`config.mk`:
```
export PLATFORM = sky130hd
export DESIGN_NAME = sram_access_ctrl
export DESIGN_NICKNAME = d
export VERILOG_FILES = /design/src/rtl/sram_ctrl_pkg.sv /design/src/rtl/sram_wait_counter.sv /design/src/rtl/sram_access_ctrl.sv
export SDC_FILE = /design/constraint.sdc
export NUM_CORES = 1
export LEC_CHECK = 0
export ABC_AREA = 1
export CORE_UTILIZATION = 44
export DETAILED_ROUTE_END_ITERATION = 6
export PLACE_DENSITY = 0.8
export SYNTH_ARGS = -nofsm -noshare
export SYNTH_HDL_FRONTEND = slang
export SYNTH_SLANG_ARGS = --single-unit
```
`constraint.sdc`:
```
create_clock -name clk -period 3.2 [get_ports clk]
set_input_delay 0.64 -clock clk [delete_from_list [all_inputs] [get_ports clk]]
set_output_delay 0.64 -clock clk [all_outputs]
set_load 0.1 [all_outputs]
```
`src/rtl/sram_ctrl_pkg.sv`:
```
// Shared types and constants for the MEM-stage SRAM controller.
// State encoding, SRAM bus widths and the default SRAM window base.
package sram_ctrl_pkg;

    typedef enum logic [1:0] {
        IDLE,
        LOW,
        HIGH,
        DONE
    } state_e;

    localparam int SRAM_ADDR_W = 18;
    localparam int SRAM_DATA_W = 16;
    localparam int CNT_W       = 4;

    localparam logic [31:0] SRAM_BASE_DEF = 32'd1024;

endpackage

```
`src/rtl/sram_wait_counter.sv`:
```
// Loadable 4-bit down-counter timing one SRAM half-access.
// Reloaded at the start of each half; o_done flags the last cycle.
module sram_wait_counter
    import sram_ctrl_pkg::*;
(
    input  logic             clk,
    input  logic             rst,
    input  logic             i_load,
    input  logic [CNT_W-1:0] i_value,
    output logic             o_done
);

    logic [CNT_W-1:0] r_cnt;

    // Load on half start, otherwise count down to zero and park
    always_ff @(posedge clk or posedge rst) begin
        if (rst) begin
            r_cnt <= '0;
        end else if (i_load) begin
            r_cnt <= i_value;
        end else if (r_cnt != '0) begin
            r_cnt <= r_cnt - 1'b1;
        end
    end

    assign o_done = (r_cnt == '0);

endmodule

```
`src/rtl/sram_access_ctrl.sv`:
```
// MEM-stage controller: splits 32-bit loads/stores into two 16-bit
// SRAM half-accesses and stalls the pipeline. Option: SRAM_POSTED_WRITE_EN.
module sram_access_ctrl
    import sram_ctrl_pkg::*;
#(
    parameter int          WAIT_CYCLES = 5,
    parameter logic [31:0] SRAM_BASE   = SRAM_BASE_DEF
) (
    input  logic                   clk,
    input  logic                   rst,
    input  logic                   i_mem_r_en,
    input  logic                   i_mem_w_en,
    input  logic [31:0]            i_addr,
    input  logic [31:0]            i_wdata,
    output logic                   o_ready,
    output logic [31:0]            o_rdata,
    output logic [SRAM_ADDR_W-1:0] o_sram_addr,
    output logic [SRAM_DATA_W-1:0] o_sram_dq_out,
    input  logic [SRAM_DATA_W-1:0] i_sram_dq_in,
    output logic                   o_sram_dq_oe,
    output logic                   o_sram_we_n
);

`ifdef SRAM_POSTED_WRITE_EN
    localparam logic POSTED = 1'b1;
`else
    localparam logic POSTED = 1'b0;
`endif

    localparam logic [CNT_W-1:0] LOAD_VAL = CNT_W'(WAIT_CYCLES - 1);

    state_e      r_state;
    state_e      w_next;
    logic        r_write;
    logic        r_posted;
    logic [16:0] r_word;
    logic [31:0] r_wdata;
    logic [31:0] r_rdata;

    logic        w_req;
    logic        w_post;
    logic        w_start;
    logic        w_load;
    logic        w_done;
    logic        w_low;
    logic        w_high;
    logic        w_act;
    logic [31:0] w_off;
    logic [16:0] w_word;

    assign w_req  = i_mem_r_en | i_mem_w_en;
    assign w_post = POSTED & i_mem_w_en;
    assign w_off  = i_addr - SRAM_BASE;
    assign w_word = 17'(w_off >> 2);

    sram_wait_counter u_wait (
        .clk     (clk),
        .rst     (rst),
        .i_load  (w_load),
        .i_value (LOAD_VAL),
        .o_done  (w_done)
    );

    // State register and request/read-data capture
    always_ff @(posedge clk or posedge rst) begin
        if (rst) begin
            r_state  <= IDLE;
            r_write  <= 1'b0;
            r_posted <= 1'b0;
            r_word   <= '0;
            r_wdata  <= '0;
            r_rdata  <= '0;
        end else begin
            r_state <= w_next;
            if (w_start) begin
                r_write  <= i_mem_w_en;
                r_posted <= w_post;
                r_word   <= w_word;
                r_wdata  <= i_wdata;
            end
            if (w_low && w_done && !r_write) begin
                r_rdata[15:0] <= i_sram_dq_in;
            end
            if (w_high && w_done && !r_write) begin
                r_rdata[31:16] <= i_sram_dq_in;
            end
        end
    end

    // Next state, pipeline hold and counter reload
    always_comb begin
        w_next  = r_state;
        o_ready = 1'b1;
        w_start = 1'b0;
        w_load  = 1'b0;
        unique case (r_state)
            IDLE: begin
                if (w_req) begin
                    w_start = 1'b1;
                    w_load  = 1'b1;
                    w_next  = LOW;
                    o_ready = w_post;
                end
            end
            LOW: begin
                o_ready = r_posted & ~w_req;
                if (w_done) begin
                    w_load = 1'b1;
                    w_next = HIGH;
                end
            end
            HIGH: begin
                o_ready = r_posted & ~w_req;
                if (w_done) begin
                    w_next = r_posted ? IDLE : DONE;
                end
            end
            DONE: begin
                w_next = IDLE;
            end
            default: begin
                w_next = IDLE;
            end
        endcase
    end

    assign w_low  = (r_state == LOW);
    assign w_high = (r_state == HIGH);
    assign w_act  = w_low | w_high;

    assign o_sram_addr   = w_act ? {r_word, w_high} : '0;
    assign o_sram_dq_oe  = w_act & r_write;
    assign o_sram_we_n   = ~o_sram_dq_oe;
    assign o_sram_dq_out = !o_sram_dq_oe ? '0 :
                           w_high ? r_wdata[31:16] : r_wdata[15:0];
    assign o_rdata       = r_rdata;

endmodule

```
==> impl_table.tex <==
\begin{tabular}{lr}
\hline
Metric & Value \\
\hline
\multicolumn{2}{l}{\textbf{Critical path}} \\
Launching point of the worst reg2reg path & r\_state[0] \\
Worst setup EP type & primary output \\
Reg2Reg Depth & 6 \\
Critical Path Slowest Stage Cell & sky130\_fd\_sc\_hd\_\_dfrtp\_1 \\
Worst reg2reg endpoint & u\_wait.r\_cnt[2] \\
Data required time at the worst endpoint & 2.56 ns \\
Setup crit start kind & flop \\
Reg-to-reg setup timing slack & 1.37 ns \\
Cells along the critical path & inv\_1, ha\_1, inv\_1, nand2\_1, a21oi\_4, buf\_12 \\
Critical Path Max Stage Delay & 0.40 ns \\
CP Max Fanout & 16 \\
Critical path data arrival time & 2.04 ns \\
WS Path Type & reg -> out \\
Most Frequent Cell on Critical Path & sky130\_fd\_sc\_hd\_\_inv\_1 \\
Total buffers and inverters traversed by the critical path & 3 \\
Gate family responsible for the most delay along the worst path & buffers and inverters \\
\multicolumn{2}{l}{\textbf{Floorplan}} \\
Initial Utilization & 0.460 \\
Total number of placement rows & 34 \\
I/O Pins & 153 \\
Floorplan die area & 9600 um2 \\
Die height & 98.0 um \\
Width of the die & 98.0 um \\
Standard cell core area & 8810 um2 \\
\multicolumn{2}{l}{\textbf{Logic synthesis}} \\
Cell area after synthesis & 4050 um2 \\
Library cell occupying the most area in the post-synthesis netlist & sky130\_fd\_sc\_hd\_\_dfrtp\_1 \\
Count of warnings emitted by yosys & 0 \\
Mapped Avg Cell Area & 7.99 um2 \\
Post-synth net total & 599 \\
Top post-synthesis cells by area & sky130\_fd\_sc\_hd\_\_dfrtp\_1, sky130\_fd\_sc\_hd\_\_nand2\_1, sky130\_fd\_sc\_hd\_\_inv\_1 \\
Area share of the leading cell type in the synthesized netlist & 0.543 \\
Flip-flop and latch count after synthesis & 88 \\
Portion of the post-synthesis area used by sequential elements & 0.543 \\
Distinct cell type count after synthesis & 25 \\
Cells after Synth & 507 \\
\multicolumn{2}{l}{\textbf{Clocking}} \\
H-tree levels & 3 \\
TritonCTS clock tree & done \\
Number of setup buffers added after CTS & 0 \\
\# clock sinks & 88 \\
Number of buffers between clock root and the deepest sink & 2 \\
TritonCTS Buffers & 9 \\
Later-pin clock latency in the skew report & 0.36 ns \\
Root Buffer Master & sky130\_fd\_sc\_hd\_\_clkbuf\_8 \\
CTS resizes & 0 \\
Hold-fix buffers at CTS & 0 \\
Worst-path clk slew & 0.09 ns \\
\multicolumn{2}{l}{\textbf{Run status}} \\
Outcome & finished with violations \\
Violated checks & DRC \\
\multicolumn{2}{l}{\textbf{Placed design}} \\
Routability congestion estimate & 0.882 \\
Post-placement setup slack & 0.871 ns \\
Total cell area at the placement stage & 5700 um2 \\
Count of input and output buffers & 137 \\
Post-detail-place hpwl & 7250 um \\
\multicolumn{2}{l}{\textbf{Timing}} \\
Pins over their slew limit & 0 \\
Unrepaired setup endpoints after global routing & false \\
Tightest slew margin relative to the limit & 0.557 \\
Tcrit/Tclk final & 0.838 \\
Final setup violation count & 0 \\
Worst-Margin Slew & 0.664 ns \\
Final Hold Viols & 0 \\
Maximum clock skew at final layout & 0.0175 ns \\
Final Worst Setup Slack & 0.517 ns \\
FMAX & 373 MHz \\
Final critical path time including I/O delays and setup & 2.68 ns \\
\multicolumn{2}{l}{\textbf{Layout}} \\
Finished layout cell area & 5930 um2 \\
Final design utilization & 0.674 \\
ANT cells & 0 \\
Most used cells in the layout excluding fill and tap cells & sky130\_fd\_sc\_hd\_\_nand2\_1, sky130\_fd\_sc\_hd\_\_dfrtp\_1, sky130\_fd\_sc\_hd\_\_clkdlybuf4s50\_1, sky130\_fd\_sc\_hd\_\_buf\_4, sky130\_fd\_sc\_hd\_\_inv\_1 \\
Leading cell type in the layout, fill and taps excluded & sky130\_fd\_sc\_hd\_\_nand2\_1 \\
Total Nets Final & 731 \\
Number of fill cells & 726 \\
Area added between synthesis and finish & 46.4\% \\
Share of final-layout standard cells stronger than drive strength 1 & 0.179 \\
\multicolumn{2}{l}{\textbf{Worst hold path}} \\
Hold\_sp & r\_word[3] \\
Worst-case hold path end point & r\_word[3] \\
Hold depth & 2 \\
Hold crit path type & reg -> reg \\
\multicolumn{2}{l}{\textbf{Route}} \\
Drt via density & 4.90 \\
Number of vias in the routed layout & 3,682 \\
Total detailed-routing wirelength & 10,200 um \\
Drt first pass iters & 7 \\
Antenna-violating nets left & 0 \\
Starting DRT DRC Count & 193 \\
Routed length per placed instance & 13.6 um \\
DRC viols & 9 \\
\multicolumn{2}{l}{\textbf{GRT}} \\
Via count of the first global-routing pass & 3,643 \\
Number of antenna violations at the first check in global routing & 0 \\
Overflow left after global routing & 0 \\
Total routing resource utilization after global routing & 0.221 \\
Pin count of the biggest net entering global routing & 53 \\
Wire length of the first global-routing pass & 16,900 um \\
\multicolumn{2}{l}{\textbf{Job}} \\
Total of max-cap violations & 0 \\
\hline
\end{tabular}
-- worst max-delay path by stage --
stage                    start  slack [ns]  cells after the start                end
floorplan           r_state[0]       -0.08                      6       o_sram_dq_oe
global placement    i_mem_w_en        0.93                      5            o_ready
detailed placement  i_mem_w_en        0.87                      5    u_wait.r_cnt[2]
CTS                 r_state[0]        0.50                      6  o_sram_dq_out[11]
global route        r_state[0]        0.34                      6  o_sram_dq_out[11]
finish              r_state[0]        0.52                      6  o_sram_dq_out[11]
-- layer usage --
layer | vias to the layer above | share of wire | track usage | routed length, um
li1 | 1806 | - | - | -
met1 | 1763 | 0.42 | 0.275 | 4310
met2 | 97 | 0.51 | 0.383 | 5200
met3 | 16 | 0.051 | 0.0379 | 524
met4 | 0 | 0.018 | 0.0874 | 180
met5 | - | 0 | 0 | 0
-- Yosys cell counts --
cell and instances:
sky130_fd_sc_hd__a21oi_1 17, sky130_fd_sc_hd__a31oi_1 3, sky130_fd_sc_hd__buf_1 1, sky130_fd_sc_hd__buf_2 15
sky130_fd_sc_hd__buf_4 2, sky130_fd_sc_hd__buf_6 4, sky130_fd_sc_hd__dfrtp_1 88, sky130_fd_sc_hd__ha_1 8
sky130_fd_sc_hd__inv_1 54, sky130_fd_sc_hd__inv_2 1, sky130_fd_sc_hd__inv_4 1, sky130_fd_sc_hd__nand2_1 239
sky130_fd_sc_hd__nand2_2 1, sky130_fd_sc_hd__nand3_1 7, sky130_fd_sc_hd__nand3_4 2, sky130_fd_sc_hd__nand4_1 1
sky130_fd_sc_hd__nor2_1 15, sky130_fd_sc_hd__nor3_1 1, sky130_fd_sc_hd__o21ai_0 6, sky130_fd_sc_hd__o21ai_1 34
sky130_fd_sc_hd__o21ai_2 1, sky130_fd_sc_hd__o21bai_1 2, sky130_fd_sc_hd__o22ai_1 1, sky130_fd_sc_hd__or2_2 1
sky130_fd_sc_hd__xnor2_1 2
-- metrics by stage --
stage               hold slack, ns  instances  TNS (ns)
floorplan                    0.449        507    -0.448
global placement             0.463        736         0
detailed placement           0.466        736         0
CTS                          0.490        752         0
global route                 0.500        752         0
finish                       0.486        752         0
-- layout make-up --
type,instances,area [um2],share of cell area
well taps,108,135,0.0228
clock buffers,9,124,0.0209
multi-input cells,341,1640,0.277
flip-flops and latches,88,2200,0.371
repair buffers,143,1510,0.254
clock inverters,7,110,0.0186
inverters,56,214,0.0361
-- kinds of logic after synthesis --
logic type | Yosys count | share of synthesized area
AOI/OAI and AO/OA | 64 | 0.0824
xor gates and xnor gates | 2 | 0.00432
adders and majority gates | 8 | 0.0247
buffers and inverters | 78 | 0.0868
DFF | 88 | 0.543
and+or+nand+nor | 267 | 0.258
-- flip-flops by register name, summed over array words and instances, names as in the netlist --
| signal | flops |
|---|---|
| u_wait.r_cnt | 4 |
| r_state | 2 |
| r_word | 17 |
| o_rdata | 32 |
| r_wdata | 32 |
| r_write | 1 |
-- tightest hold or removal path, stage by stage (launching register included) --
cell                      delay (ns)
sky130_fd_sc_hd__dfrtp_1        0.35
sky130_fd_sc_hd__nand2_1        0.06
sky130_fd_sc_hd__nand2_1        0.05
Power is left out: the tool's default activity adds up to more than one toggle a clock period on the data nets, which glitch-free logic cannot reach.
